[src/rtl/settle_chain_sched_if.sv]
// Handshake/result bundle for settle_chain_sched: master drives start/c,
// slave returns status and settled chain values.
interface settle_chain_sched_if #(
  parameter int WIDTH    = 1,
  parameter int MAX_ITER = 8
);
  localparam int CNT_W = $clog2(MAX_ITER + 1);

  logic             start;
  logic [WIDTH-1:0] c;
  logic             busy;
  logic             done;
  logic             nonconv;
  logic [WIDTH-1:0] a;
  logic [WIDTH-1:0] b;
  logic [CNT_W-1:0] iter_count;
  logic [CNT_W-1:0] max_iter_seen;

  // start is a request with no ready: it is accepted only on an IDLE edge and
  // ignored otherwise; done is a one-cycle pulse, and nonconv/a/b/iter_count
  // are valid with it and held until the next accepted start.
  modport master (
    output start, c,
    input  busy, done, nonconv, a, b, iter_count, max_iter_seen
  );

  modport slave (
    input  start, c,
    output busy, done, nonconv, a, b, iter_count, max_iter_seen
  );
endinterface

[src/rtl/settle_chain_sched.sv]
// Settle-loop sequencer for an N-stage assign chain (c -> ... -> b -> a).
// Optional high-water iteration tracking is built when SETTLE_STATS_EN is defined.
module settle_chain_sched #(
  parameter int WIDTH    = 1,
  parameter int DEPTH    = 2,
  parameter int MAX_ITER = 8
) (
  input  logic                 clk,
  input  logic                 rst_n,
  settle_chain_sched_if.slave  bus,
  output logic [1:0]           o_dbg_state
);
  localparam int CNT_W = $clog2(MAX_ITER + 1);
  localparam logic [CNT_W-1:0] MAX_C = CNT_W'(MAX_ITER);

  typedef enum logic [1:0] {S_IDLE = 2'd0, S_EVAL = 2'd1, S_RESP = 2'd2} state_t;

  state_t           r_state;
  logic [WIDTH-1:0] r_c_q;
  logic [WIDTH-1:0] r_stage [DEPTH];
  logic             r_busy;
  logic             r_done;
  logic             r_nonconv;
  logic [CNT_W-1:0] r_iter;
  logic [CNT_W-1:0] w_max_seen;
  logic             w_changed;
  logic             w_shift;

  always_comb begin
    w_changed = (r_c_q != r_stage[0]);
    for (int i = 1; i < DEPTH; i++) begin
      w_changed = w_changed | (r_stage[i] != r_stage[i-1]);
    end
  end

  assign w_shift = w_changed && (r_iter < MAX_C);

  always_ff @(posedge clk or negedge rst_n) begin
    if (!rst_n) begin
      r_state   <= S_IDLE;
      r_c_q     <= '0;
      r_busy    <= 1'b0;
      r_done    <= 1'b0;
      r_nonconv <= 1'b0;
      r_iter    <= '0;
      for (int i = 0; i < DEPTH; i++) r_stage[i] <= '0;
    end else begin
      r_done <= 1'b0;
      case (r_state)
        S_IDLE: begin
          if (bus.start) begin
            r_c_q     <= bus.c;
            r_iter    <= '0;
            r_nonconv <= 1'b0;
            r_busy    <= 1'b1;
            r_state   <= S_EVAL;
          end
        end
        S_EVAL: begin
          if (w_shift) begin
            r_stage[0] <= r_c_q;
            for (int i = 1; i < DEPTH; i++) r_stage[i] <= r_stage[i-1];
            r_iter <= r_iter + 1'b1;
          end else begin
            // Still changing here means the iteration budget ran out.
            r_nonconv <= w_changed;
            r_busy    <= 1'b0;
            r_done    <= 1'b1;
            r_state   <= S_RESP;
          end
        end
        S_RESP:  r_state <= S_IDLE;
        default: r_state <= S_IDLE;
      endcase
    end
  end

`ifdef SETTLE_STATS_EN
  logic [CNT_W-1:0] r_max_seen;

  // Updated on the edge that enters RESP, when r_iter is final for the run.
  always_ff @(posedge clk or negedge rst_n) begin
    if (!rst_n) begin
      r_max_seen <= '0;
    end else if (r_state == S_EVAL && !w_shift && r_iter > r_max_seen) begin
      r_max_seen <= r_iter;
    end
  end

  assign w_max_seen = r_max_seen;
`else
  assign w_max_seen = '0;
`endif

  assign bus.busy          = r_busy;
  assign bus.done          = r_done;
  assign bus.nonconv       = r_nonconv;
  assign bus.a             = r_stage[DEPTH-1];
  assign bus.b             = r_stage[DEPTH-2];
  assign bus.iter_count    = r_iter;
  assign bus.max_iter_seen = w_max_seen;
  assign o_dbg_state       = r_state;
endmodule

[src/flat_wrapper.sv]
// flat-port wrapper written by rule: the top's interface ports become plain ports
module settle_chain_sched_flat 
#(
  parameter int WIDTH    = 1,
  parameter int DEPTH    = 2,
  parameter int MAX_ITER = 8
)
  (clk, rst_n, o_dbg_state, bus_start, bus_c, bus_busy, bus_done, bus_nonconv, bus_a, bus_b, bus_iter_count, bus_max_iter_seen);
  settle_chain_sched_if #(.WIDTH(WIDTH), .MAX_ITER(MAX_ITER)) bus_i ();
  input  logic clk;
  input  logic rst_n;
  output logic [1:0] o_dbg_state;
  input wire logic [$bits(bus_i.start)-1:0] bus_start;
  input wire logic [$bits(bus_i.c)-1:0] bus_c;
  output wire logic [$bits(bus_i.busy)-1:0] bus_busy;
  output wire logic [$bits(bus_i.done)-1:0] bus_done;
  output wire logic [$bits(bus_i.nonconv)-1:0] bus_nonconv;
  output wire logic [$bits(bus_i.a)-1:0] bus_a;
  output wire logic [$bits(bus_i.b)-1:0] bus_b;
  output wire logic [$bits(bus_i.iter_count)-1:0] bus_iter_count;
  output wire logic [$bits(bus_i.max_iter_seen)-1:0] bus_max_iter_seen;
  assign bus_i.start = bus_start;
  assign bus_i.c = bus_c;
  assign bus_busy = bus_i.busy;
  assign bus_done = bus_i.done;
  assign bus_nonconv = bus_i.nonconv;
  assign bus_a = bus_i.a;
  assign bus_b = bus_i.b;
  assign bus_iter_count = bus_i.iter_count;
  assign bus_max_iter_seen = bus_i.max_iter_seen;
  settle_chain_sched #(.WIDTH(WIDTH), .DEPTH(DEPTH), .MAX_ITER(MAX_ITER)) u_core (.clk(clk), .rst_n(rst_n), .bus(bus_i), .o_dbg_state(o_dbg_state));
endmodule
[config.mk]
export PLATFORM = sky130hd
export DESIGN_NAME = settle_chain_sched_flat
export DESIGN_NICKNAME = d
export VERILOG_FILES = /design/src/rtl/settle_chain_sched_if.sv /design/src/rtl/settle_chain_sched.sv /design/src/flat_wrapper.sv
export SDC_FILE = /design/constraint.sdc
export NUM_CORES = 1
export LEC_CHECK = 0
export CORE_AREA = 2 2 39 41
export DETAILED_ROUTE_END_ITERATION = 16
export DIE_AREA = 0 0 41 43
export DONT_BUFFER_PORTS = 1
export PLACE_DENSITY = 0.73
export SLEW_MARGIN = 20
export SYNTH_ARGS = -nofsm -noshare
export SYNTH_HDL_FRONTEND = slang
export SYNTH_SLANG_ARGS = --single-unit
[constraint.sdc]
create_clock -name clk -period 2.7 [get_ports clk]
set_input_delay 0.81 -clock clk [delete_from_list [all_inputs] [get_ports clk]]
set_output_delay 0.81 -clock clk [all_outputs]
set_load 0.05 [all_outputs]
; ---- Yosys cells after proc, flatten, opt, wreduce, memory -nomap -nowiden
; Cells that the tools add are included.
; W data, S select, Z words.
[op_classes]
addsub = 1
magnitude_cmp = 1
eq_ne = 6
muxes = 14
bitwise = 1
n_reduce_logical = 8
[op_table]
columns = operator, n
row1 = $mux W4, 2
row2 = $pmux W4 S2, 1
row3 = $mux W1, 6
row4 = $reduce_and A2 Y1, 3
row5 = $reduce_and A3 Y1, 2
row6 = $add A4 B1 Y4 const B, 1
row7 = $lt A4 B4 Y1 const B, 1
row8 = $mux W2, 2
row9 = $ne A2 B2 Y1 const B, 2
row10 = $pmux W1 S2, 2
row11 = $pmux W2 S2, 1
row12 = $eq A2 B1 Y1 const B, 1
row13 = $logic_not A2 Y1, 1
row14 = $ne A1 B1 Y1, 2
row15 = $ne A2 B1 Y1 const B, 1
row16 = $reduce_bool A2 Y1, 1
row17 = $logic_and A1 B1 Y1, 1
row18 = $or A1 B1 Y1, 1
[word_totals]
register_bits = 12
inputBits = 4
out_inout_bits = 15

; ---- Depth between registers and ports, before layout
[logic_depth]
word_depth = 5
depth_mapped = 4
ltp_nobuf = 4

; ---- Worst setup path before layout
; No wires, ideal clock.
[synth_path]
kind = flip-flop to flip-flop
from = register u_core.r_stage, in the netlist u_core.bus.b
to = register u_core.r_busy (netlist: u_core.bus.busy)
t_arrival_ns = 1.482
path_slack_ns = 1.100
stages_incl_launch_ff = 4
path_buffers = 0
synth_period_minus_slack_ns = 1.600
cell_sequence = dfrtp_1 > or3_4 > a31o_4 > a21o_1
[synth_via]
elab_chain_cells = 5
word_cells_on_any_way = 6
cone_classes = eq/ne (3) / bitwise (1) / reduce/logical (2)
[synth_lines]
columns = item, line_no
row1 = "start, declared", settle_chain_sched.sv:20  ; logic [WIDTH-1:0] r_stage [DEPTH];
row2 = "$ne A1 B1 Y1, on equally long branches", "settle_chain_sched.sv:30, settle_chain_sched.sv:32"
row3 = $or A1 B1 Y1 *, settle_chain_sched.sv:32  ; w_changed = w_changed | (r_stage[i] != r_stage[i-1]);
row4 = $logic_and A1 B1 Y1 *, settle_chain_sched.sv:36  ; assign w_shift = w_changed && (r_iter < MAX_C);
row5 = $ne A2 B2 Y1 (no line) *, --
row6 = $reduce_and A3 Y1 (no line) *, --
row7 = "end signal, assigned", settle_chain_sched.sv:42  ; r_busy <= 1'b0;
row8 = "end signal, assigned", settle_chain_sched.sv:55  ; r_busy <= 1'b1;
row9 = "end signal, assigned", settle_chain_sched.sv:67  ; r_busy <= 1'b0;
row10 = "end, declared", settle_chain_sched.sv:21  ; logic r_busy;
; Every way passes the cells marked *; elsewhere a longest branch is shown, timed or not.
; A chain may end at the register's enable or synchronous reset.

; ---- Final worst setup path
[layout_path]
from = register u_core.r_state[0] (netlist: u_core.o_dbg_state[0])
to = output o_dbg_state[0]
[layout_lines]
columns = item, line_no
row1 = "start, declared", settle_chain_sched.sv:18  ; state_t r_state;
row2 = "start signal, assigned", settle_chain_sched.sv:40  ; r_state <= S_IDLE;
row3 = "start signal, assigned", settle_chain_sched.sv:56  ; r_state <= S_EVAL;
row4 = "start signal, assigned", settle_chain_sched.sv:69  ; r_state <= S_RESP;
row5 = "end, declared", flat_wrapper.sv:12  ; output logic [1:0] o_dbg_state;
; No word-level cell between the ends.

==> reports/qor.yml <==
logic_synthesis:
  syn-mean-instance-area_um2: 11.0
  seq_area_frac_synth_pct: 48.1
  ys_ff_latch: 12
  yosys_warnings: 0
  synth_flop_cell: "dfrtp_1"
  synthTopCellsByArea: "dfrtp_1, buf_4, mux2_2, o311ai_0, a31o_4"
  synth_common_cells: "dfrtp_1, buf_4, nand2_1"
  synthArstFlopShare_pct: 100
  yosysMostFrequentCell: "dfrtp_1"
  yosys.area.top_type: "dfrtp_1"
  synth-edff-count: 0
  synth_top_area_share_pct: 48.1
  netlist_area_um2: 624
  ys_types: 29
  synthCells: 57
final_layout:
  fillCellCount: 132
  finish.utilization_pct: 47.3
  syn_to_final_growth_pct: 4.81
  fin_nets: 65
  antenna_cells: 0
  multiInputGateArea_um2: 287
  finalNonFillerCells: 75
  layout-drive-gt1-share_pct: 16.9
  regArea_um2: 300
floorplanning:
  start_util_pct: 45.1
  num_io_pins: 19
  fp-row-count: 14
  dieArea_um2: 1760
  core_um2: 1380
  die_h_um: 43
  die_x_um: 41
place:
  dp_hpwl_um: 846
  dpl.cell_count: 71
  io_buffers: 0
  gp_congestion: 0.739
critical_path:
  regToRegSetupSlack_ns: 1.00
  crit_start: "u_core.o_dbg_state[0]"
  crit_fanout: 11
  required_ns: 1.89
  arrival_ns: 1.08
  critical_path_class: "reg2out"
  reg2reg_depth: 3
  r2r_start: "u_core.o_dbg_state[0]"
  r2r_end: "u_core.bus.a"
  critPathCaptureType: "primary output"
  start_kind: "flop"
timing:
  period_share_pct: 70.0
  skew_ns: 0.00517
  tns_ns: 0
  setup_violations: 0
  grt_setup_unrepaired: "no"
  slew_viol_final: 0
  relSlewSlack_pct: 52.9
  hold_viol_final: 0
  max_freq_ghz: 0.529
  period_minus_slack_ns: 1.89
  tightest_slew_ns: 0.706
  hold_ws_ns: 0.212
grt:
  met3_usage_pct: 9.42
  grt_pass1_vias: 410
  gr-total-overflow: 0
  antenna_found_initial: 0
  gr-usage-met1_pct: 21.0
  met2_usage_pct: 18.4
  grt_pass1_wl_um: 1750
  top_usage_layer: "met1"
  grt_max_degree: 13
  grtUsageTotal_pct: 15.4
clock_network:
  cts_resized: 0
  hold_buffers: 0
  cts_root_buf: "clkbuf_4"
  cts_tree: "done"
  postCtsSetupRepairBufs: 0
  path_clk_slew_ns: 0.09
  clock_latency_ns: 0.28
  cts_buffers: 3
  cts_sinks: 12
  cts_buffer_depth: 2
  htree_levels: 1
route:
  routedWlPerCell_um: 15.5
  wl_um: 1160
  drtAntennaViolNets: 0
  drtPass1Iterations: 4
  drc_errors: 0
  drtIter0Drc: 17
  vias_per_cell: 6.13
  vias: 460
run_status:
  outcome: "complete, no violations"
worst_hold_path:
  hold_class: "in2async"
flow_run:
  drv_cap: 0
[registers in the layout (all words and copies together) (netlist names)]
name and count:
u_core.bus.iter_count 4, u_core.o_dbg_state 2, u_core.bus.a 1, u_core.bus.b 1, u_core.bus.busy 1, u_core.bus.done 1, u_core.bus.nonconv 1, u_core.r_c_q 1
[how the worst max path moves through the flow]
stage,end,slack (ns),cells after the start
3_5_place_dp,u_core.bus.busy,1.03,3
4_1_cts,o_dbg_state[0],0.81,0
3_3_place_gp,u_core.bus.busy,1.05,3
5_1_grt,o_dbg_state[0],0.77,0
2_1_floorplan,u_core.bus.busy,1.10,3
6_report,o_dbg_state[0],0.81,0
[cell usage in the layout (no fill, tap or decap)]
cell,count
a211o_1,1
a21o_1,1
a21oi_1,1
a31o_4,1
a41oi_1,1
and3_2,1
clkbuf_4,3
clkbuf_8,1
conb_1,4
dfrtp_1,12
ha_1,1
inv_1,3
mux2_2,3
mux2i_1,1
nand2_1,4
nand2b_1,2
nand3_1,3
nand3b_1,1
nand4_1,1
nand4bb_1,1
nor2_1,2
nor3_1,1
nor4_1,1
o211ai_1,1
o21bai_1,1
o22ai_1,1
o311ai_0,3
or3_1,1
or3_4,1
or3b_1,1
[final cells by class]
type | count | share of cell area (%)
clock buffers | 4 | 5.54
inverters | 3 | 1.72
multi-input cells | 40 | 43.8
well taps | 16 | 3.06
flip-flops and latches | 12 | 45.9
[routing by layer]
layer / vias to the layer above / share of wire (%)
met5: - / 0
met4: 0 / 1.2
met3: 4 / 11
li1: 207 / -
met1: 220 / 45
met2: 29 / 44
[per-stage QoR]
| step | setup slack [ns] | instance area [um^2] |
|---|---|---|
| after floorplan | 1.10 | 636 |
| after global placement | 1.05 | 618 |
| after detailed placement | 1.03 | 618 |
| after CTS | 0.814 | 654 |
| after global routing | 0.769 | 654 |
| final | 0.809 | 654 |
[worst reg2reg max path: stages (launching register included)]
cell and delay [ns]:
dfrtp_1 0.81, nand2b_1 0.22, nor2_1 0.21, mux2_2 0.36
[cell families after synthesis]
logic type	share of synthesized area, %
AOI/OAI and AO/OA	15.2
adders and majority gates	2.00
buffers and inverters	7.82
DFF	48.1
muxes	7.01
other	0.601
and+or+nand+nor	19.2
Power is not shown: default switching activity piles up to over one toggle a cycle in this logic, so the estimate is an artifact.
